<file path="src/rtl/pc_sequencer.sv">
`default_nettype none
// ============================================================================
// Module      : pc_sequencer
// Description : MIPS program-counter sequencer. Owns the PC, feeds it to an
//               external Incrementer32 and takes the +4 result back as the
//               sequential next PC. Chooses among sequential, branch and jump
//               next-PC sources and offers the PC to fetch with a valid/ready
//               handshake. A misaligned redirect halts the sequencer, or the
//               target is force-aligned, depending on ALIGN_CHECK.
// Ports       : Clk, Reset            - clock, synchronous active-high reset
//               IncDataIn/IncDataOut  - loop through the external +4 adder
//               Stall                 - blocks sequential advance only
//               BranchTaken/Target    - absolute branch redirect
//               Jump/JumpIndex        - J-type redirect (instr_index)
//               FetchReady            - fetch accepts PcOut this cycle
//               PcOut/PcValid         - fetch request
//               Flush                 - one-cycle pulse after any redirect
//               AddrErr               - sticky misaligned-redirect flag
//               FetchCount            - count of accepted fetches (wraps)
// Revision    : 1.0 - initial release
// ============================================================================
module pc_sequencer #(
    parameter logic [31:0] RESET_VECTOR = 32'h0000_0000,
    parameter bit          ALIGN_CHECK  = 1'b1
) (
    input  logic        Clk,
    input  logic        Reset,
    output logic [31:0] IncDataIn,
    input  logic [31:0] IncDataOut,
    input  logic        Stall,
    input  logic        BranchTaken,
    input  logic [31:0] BranchTarget,
    input  logic        Jump,
    input  logic [25:0] JumpIndex,
    input  logic        FetchReady,
    output logic [31:0] PcOut,
    output logic        PcValid,
    output logic        Flush,
    output logic        AddrErr,
    output logic [31:0] FetchCount
);

    typedef enum logic [1:0] {
        ST_IDLE = 2'd0,
        ST_RUN  = 2'd1,
        ST_HALT = 2'd2
    } state_t;

    state_t      r_state;
    logic [31:0] r_pc;
    logic        r_flush;
    logic        r_err;
    logic [31:0] r_cnt;

    state_t      w_state_nxt;
    logic [31:0] w_pc_nxt;
    logic        w_flush_nxt;
    logic        w_err_nxt;
    logic [31:0] w_cnt_nxt;

    logic [31:0] w_jump_tgt;
    logic [31:0] w_redir_tgt;
    logic        w_redirect;
    logic        w_misaligned;

    // Jump region comes from PC+4, so the incrementer output supplies the top nibble.
    assign w_jump_tgt   = {IncDataOut[31:28], JumpIndex, 2'b00};
    // Jump outranks branch; a simultaneous branch is simply dropped.
    assign w_redirect   = Jump | BranchTaken;
    assign w_redir_tgt  = Jump ? w_jump_tgt : BranchTarget;
    assign w_misaligned = ALIGN_CHECK && (w_redir_tgt[1:0] != 2'b00);

    always_comb begin
        w_state_nxt = r_state;
        w_pc_nxt    = r_pc;
        w_flush_nxt = 1'b0;
        w_err_nxt   = r_err;
        w_cnt_nxt   = r_cnt;
        case (r_state)
            ST_IDLE: begin
                w_state_nxt = ST_RUN;
            end
            ST_RUN: begin
                // An accepted fetch counts even when the PC is redirected on the same edge.
                if (FetchReady) begin
                    w_cnt_nxt = r_cnt + 32'd1;
                end
                if (w_redirect) begin
                    w_flush_nxt = 1'b1;
                    if (w_misaligned) begin
                        w_err_nxt   = 1'b1;
                        w_state_nxt = ST_HALT;
                    end else begin
                        w_pc_nxt = w_redir_tgt & ~32'h3;
                    end
                end else if (FetchReady && !Stall) begin
                    // 0xFFFF_FFFC + 4 wraps to zero naturally in the adder.
                    w_pc_nxt = IncDataOut;
                end
            end
            ST_HALT: begin
                w_err_nxt = 1'b1;
            end
            default: begin
                w_state_nxt = ST_IDLE;
            end
        endcase
    end

    always_ff @(posedge Clk) begin
        if (Reset) begin
            r_state <= ST_IDLE;
            r_pc    <= RESET_VECTOR;
            r_flush <= 1'b0;
            r_err   <= 1'b0;
            r_cnt   <= 32'd0;
        end else begin
            r_state <= w_state_nxt;
            r_pc    <= w_pc_nxt;
            r_flush <= w_flush_nxt;
            r_err   <= w_err_nxt;
            r_cnt   <= w_cnt_nxt;
        end
    end

    assign IncDataIn  = r_pc;
    assign PcOut      = r_pc;
    assign PcValid    = (r_state == ST_RUN);
    assign Flush      = r_flush;
    assign AddrErr    = r_err;
    assign FetchCount = r_cnt;

endmodule
`default_nettype wire

</file>
<file path="config.mk">
export PLATFORM = sky130hd
export DESIGN_NAME = pc_sequencer
export DESIGN_NICKNAME = d
export VERILOG_FILES = /design/src/rtl/pc_sequencer.sv
export SDC_FILE = /design/constraint.sdc
export NUM_CORES = 1
export LEC_CHECK = 0
export BUFFER_PORTS_ARGS = -buffer_cell sky130_fd_sc_hd__buf_2
export CELL_PAD_IN_SITES_DETAIL_PLACEMENT = 2
export CELL_PAD_IN_SITES_GLOBAL_PLACEMENT = 2
export CORE_MARGIN = 5
export CORE_UTILIZATION = 26
export CTS_CLUSTER_DIAMETER = 50
export DETAILED_ROUTE_END_ITERATION = 10
export GPL_ROUTABILITY_DRIVEN = 0
export PLACE_DENSITY_LB_ADDON = 0.1
export RECOVER_POWER = 100
export SYNTH_ARGS = -nofsm -noshare
export SYNTH_HDL_FRONTEND = slang
export SYNTH_SLANG_ARGS = --single-unit
</file>
<file path="constraint.sdc">
create_clock -name Clk -period 3.2 [get_ports Clk]
set_input_delay 0.16 -clock Clk [delete_from_list [all_inputs] [get_ports Clk]]
set_output_delay 0.16 -clock Clk [all_outputs]
set_load 0.05 [all_outputs]
</file>
## Yosys cells after proc, flatten, opt, wreduce, memory -nomap -nowiden

Index checks and enable logic that the tools add are counted.

- Bits in latches: 0
- Logic and storage cells: 36
- Bits in registers: 68
- Memory bits (writable): 0
- Memories kept: 0
- Bits of input ports: 96
- Bits in read-only memories: 0

- Equality and inequality tests: 5
- $lt $le $gt $ge: 0
- Add/subtract/negate cells: 1
- Multipliers: 0
- Multiplexer cells: 11
- Reduce and logical (&&, ||, !) cells: 11
- Shifts and indexed selects: 0
- Bitwise logic cells: 3
- Div/mod/pow operators: 0

Operator list:

| operator | number |
|---|---|
| $mux W32 | 4 |
| $add A32 B1 Y32 const B | 1 |
| $reduce_and A3 Y1 | 3 |
| $pmux W2 S3 | 1 |
| $reduce_bool A2 Y1 | 3 |
| $mux W2 | 2 |
| $ne A2 B1 Y1 const B | 2 |
| $mux W1 | 3 |
| $eq A2 B1 Y1 const B | 1 |
| $eq A2 B2 Y1 const B | 1 |
| $logic_not A2 Y1 | 1 |
| $ne A2 B2 Y1 const B | 1 |
| $not A1 Y1 | 2 |
| $pmux W1 S2 | 1 |
| $reduce_and A2 Y1 | 1 |
| $reduce_or A2 Y1 | 1 |
| $logic_and A1 B1 Y1 | 1 |
| $logic_not A1 Y1 | 1 |
| $or A1 B1 Y1 | 1 |

## Depth between registers and ports, before layout

- Depth after elaboration: 5
- Gate-level depth with buffers: 8

## Worst setup path after synthesis

No wires, ideal clock.

- Path kind: reg2reg
- From: register r_cnt[0] (netlist: FetchCount[0])
- To: register r_cnt[28] (netlist: FetchCount[28])
- Stages on the path, launching flop included: 8
- Data arrival time: 2277 ps
- Slack: 802 ps
- Path buffers: 2
- Path through: dfxtp_1 -> ha_1 -> nand3_1 -> or2_2 -> clkbuf_1 -> buf_2 -> nor4_1 -> mux2_2

- Cells in the longest elaborated chain, start to end: 1

Ends and longest elaborated chain:

| what | RTL line | source |
|---|---|---|
| from (decl) | 53 | `logic [31:0] r_cnt;` |
| from (signal assigned) | 122 | `r_cnt <= w_cnt_nxt;` |
| $add A32 B1 Y32 | 86 | `w_cnt_nxt = r_cnt + 32'd1;` |

No other way between the ends.
A chain may end at the register's enable or synchronous reset.

## Worst setup path in the final report

- From: input port Reset
- To: register r_pc[28] (netlist: IncDataIn[28])

RTL lines:

| what | RTL line | source |
|---|---|---|
| from (decl) | 27 | `input logic Reset,` |
| to (signal assigned) | 119 | `r_pc <= w_pc_nxt;` |
| to (decl) | 50 | `logic [31:0] r_pc;` |

No word-level cell between the ends.

==> results.ini <==
[die]
row_count = 43
die-area_sq_um = 16700
fp.coreArea_sq_um = 13900
dieHeight_microns = 129
initial_core_util_pct = 26.5
ios = 195
die-width_microns = 129

[pwr]
power.share.combinational_pct = 20.5
switching_share_pct = 32.2
leakagePower_nw = 1.86
seq_power_share_pct = 39.4
clkPwrFrac_pct = 40.1
p_int_w = 0.00156
vdd_ir_drop_max_v = 0.000232
p_switching_w = 0.000740
p_per_area_nw_per_um2 = 490

[yosys]
synth_area_leaders = dfxtp_1, nand2_1, mux2i_1
avgSynthCellArea_sq_um = 7.90
synth_top_area_cell = dfxtp_1
synth_flop_cell = dfxtp_1
yosysSeqAreaShare_pct = 36.8
synthTopCellsByCount = nand2_1, dfxtp_1, a21oi_1
ys_types = 39
synth_edf_count = 0
ys_ff_latch = 68
async_flop_share_pct = 0
syn-instance-count = 468
synth_fp_nets = 565
syn_area_sq_um = 3700
synth-warning-count = 0
synth_top_area_share_pct = 36.8
yosysMostFrequentCell = nand2_1

[sta]
worst_pin_slew_ns = 2.54
setup_tns_ns = 0
setup_viol = 0
rsz0062_at_grt = no
clock.fmax_mhz = 405
drv_slew = 57
min_period_ns = 2.47
finalHoldViolations = 0
skew_ns = 0.00925
relSlewSlack_pct = -69.1
hold_slack_ns = 0.0930
fin_crit_sh_pct = 77.1
worst_slack_ns = 0.732

[routing]
vias = 3777
routed_wirelength_microns = 13000
drc = 0
dr.pass1.iters = 4
drtIter0Drc = 85
viasPerCell = 4.74
routedWlPerCell_microns = 16.3
postRouteAntennaNets = 0

[hold_path]
hp-class = input pin to flip-flop

[worst_setup_path]
r2r-end = IncDataIn[0]$_SDFFE_PP0P_
path_class = input pin to flip-flop
ff2ff_path_depth = 4
cp.arrival_ns = 2.61
path_max_fanout = 56
startpoint_type = input pin
slowest_delay_ns = 1.76
startpoint = Reset
rr_startpoint = r_state[0]$_SDFFE_PP0P_
worstPathRequired_ns = 3.34
endpoint_kind = flip-flop
crit_chain = clkbuf_1, buf_4, a211oi_1
worstSetupEndpoint = IncDataIn[28]$_SDFFE_PP0P_
crit_slowest_cell = clkbuf_1
reg2reg_setup_slack_ns = 0.76

[clock_network]
post_cts.repair.setup_buffers = 0
cts_htree_levels = 3
cts_buffers = 9
clkLatencyLatePin_ns = 0.33
cts_resized = 0
clock_sinks = 68
cts-root-buf = clkbuf_16
cts_hold_buffers = 0
cts.clk_slew.worst_paths_ns = 0.05
cts_tree = done
clk_path_buf_depth = 2

[grt]
grt_pass1_wl_microns = 20600
grt_usage_pct = 15.3
grt_overflow = 0
grt_max_degree = 57
antenna_found_initial = 1
grt_pass1_vias = 4063

[placed_design]
dp_hpwl_microns = 9920
portBuffers = 194
place_ws_ns = 0.880
dpl.cell_count = 782

[cells_and_area]
layoutNonFillerInstCount = 797
diodes = 0
synthToLayoutAreaGrowth_pct = 27.0
layout-drive-gt1-share_pct = 21.4
nNetsFinal = 710
fillers = 1697
multi_input_area_sq_um = 1940
ff_latch_area_sq_um = 1360
post-route-util_pct = 33.7

[outcome]
status = finished, violations left
failed_checks = capacitance limit, slew limit

[flow_run]
drv_cap = 1

## cell families (layout without fill, tap and decap cells)
group / Yosys count / count (layout) / share of synthesized area [%]
XOR/XNOR: 9 / 9 / 2.13
buffers and inverters: 71 / 220 / 10.8
adder cells (fa/ha/maj): 1 / 1 / 0.338
multiplexers: 44 / 44 / 12.4
flip-flops: 68 / 68 / 36.8
AO/OA/AOI/OAI: 80 / 80 / 12.0
AND/OR/NAND/NOR: 195 / 195 / 25.5
## per-layer routing
layer | track usage (%) | up-vias | share of wire (%)
met5 | 0 | - | 0.15
met4 | 4.14 | 2 | 0.77
met3 | 4.12 | 11 | 5.7
met2 | 27.3 | 111 | 51
met1 | 18.2 | 1793 | 42
li1 | - | 1860 | -
## state kept, by name, indices dropped and copies added, names as in the netlist
| register | count |
|---|---|
| FetchCount | 32 |
| r_state | 2 |
| Flush | 1 |
| IncDataIn | 32 |
| AddrErr | 1 |
## per-stage QoR
step / total power (W) / area [sq um]
floorplan: 0.00129 / 3700
global placement: 0.00141 / 4550
detailed placement: 0.00142 / 4550
CTS: 0.00236 / 4820
global route: 0.00241 / 4690
finish: 0.00230 / 4690
## power groups by stage
stage	clock network [W]	registers (W)	logic, W
floorplan	0	0.00102	0.000273
global placement	0	0.000923	0.000489
detailed placement	0	0.000925	0.000496
CTS	0.000953	0.000907	0.000496
global route	0.000985	0.000913	0.000511
finish	0.000923	0.000907	0.000472
## cell usage in the layout, fill, tap and decap left out, types with 2 or more instances in the layout
master / n
buf_4: 4
and4_1: 4
clkbuf_8: 2
nand4_1: 4
mux2i_1: 30
clkinv_2: 2
nor4_1: 13
a211oi_1: 5
nor2_1: 32
mux2_2: 13
nand3_1: 11
inv_1: 7
xor2_1: 6
xnor2_1: 3
or2_2: 2
or3_1: 2
o31ai_1: 6
clkbuf_16: 9
dfxtp_1: 68
o21ai_0: 28
nor3b_1: 2
clkbuf_1: 102
nor2b_1: 16
or4_1: 7
buf_2: 94
a21oi_1: 39
nand2_1: 92
## worst min-delay path by stage
| stage | slack (ns) | to | startpoint | cells past startpoint |
|---|---|---|---|---|
| after global routing | 0.10 | IncDataIn[1]$_SDFFE_PP0P_ | IncDataOut[1] | 3 |
| after CTS | 0.08 | IncDataIn[1]$_SDFFE_PP0P_ | IncDataOut[1] | 3 |
| after detailed placement | 0.44 | IncDataIn[1]$_SDFFE_PP0P_ | IncDataOut[1] | 3 |
| after floorplan | 0.31 | IncDataIn[0]$_SDFFE_PP0P_ | IncDataOut[0] | 2 |
| final | 0.09 | IncDataIn[1]$_SDFFE_PP0P_ | IncDataOut[1] | 3 |
| after global placement | 0.42 | IncDataIn[0]$_SDFFE_PP0P_ | IncDataOut[0] | 3 |
## worst max-delay path: cells and delay by family
family / cells / cell delay (ns)
buffers and inverters: 2 / 2.32
AO/OA/AOI/OAI: 1 / 0.08
## final cells by class
type,count,share of cell area [%]
well taps,180,4.80
flip-flops and latches,68,29.0
repair buffers,198,18.7
clock buffers,13,5.54
clock inverters,2,0.213
multi-input cells,329,41.2
inverters,7,0.560
No activity file was read; power rests on OpenSTA's default activity.
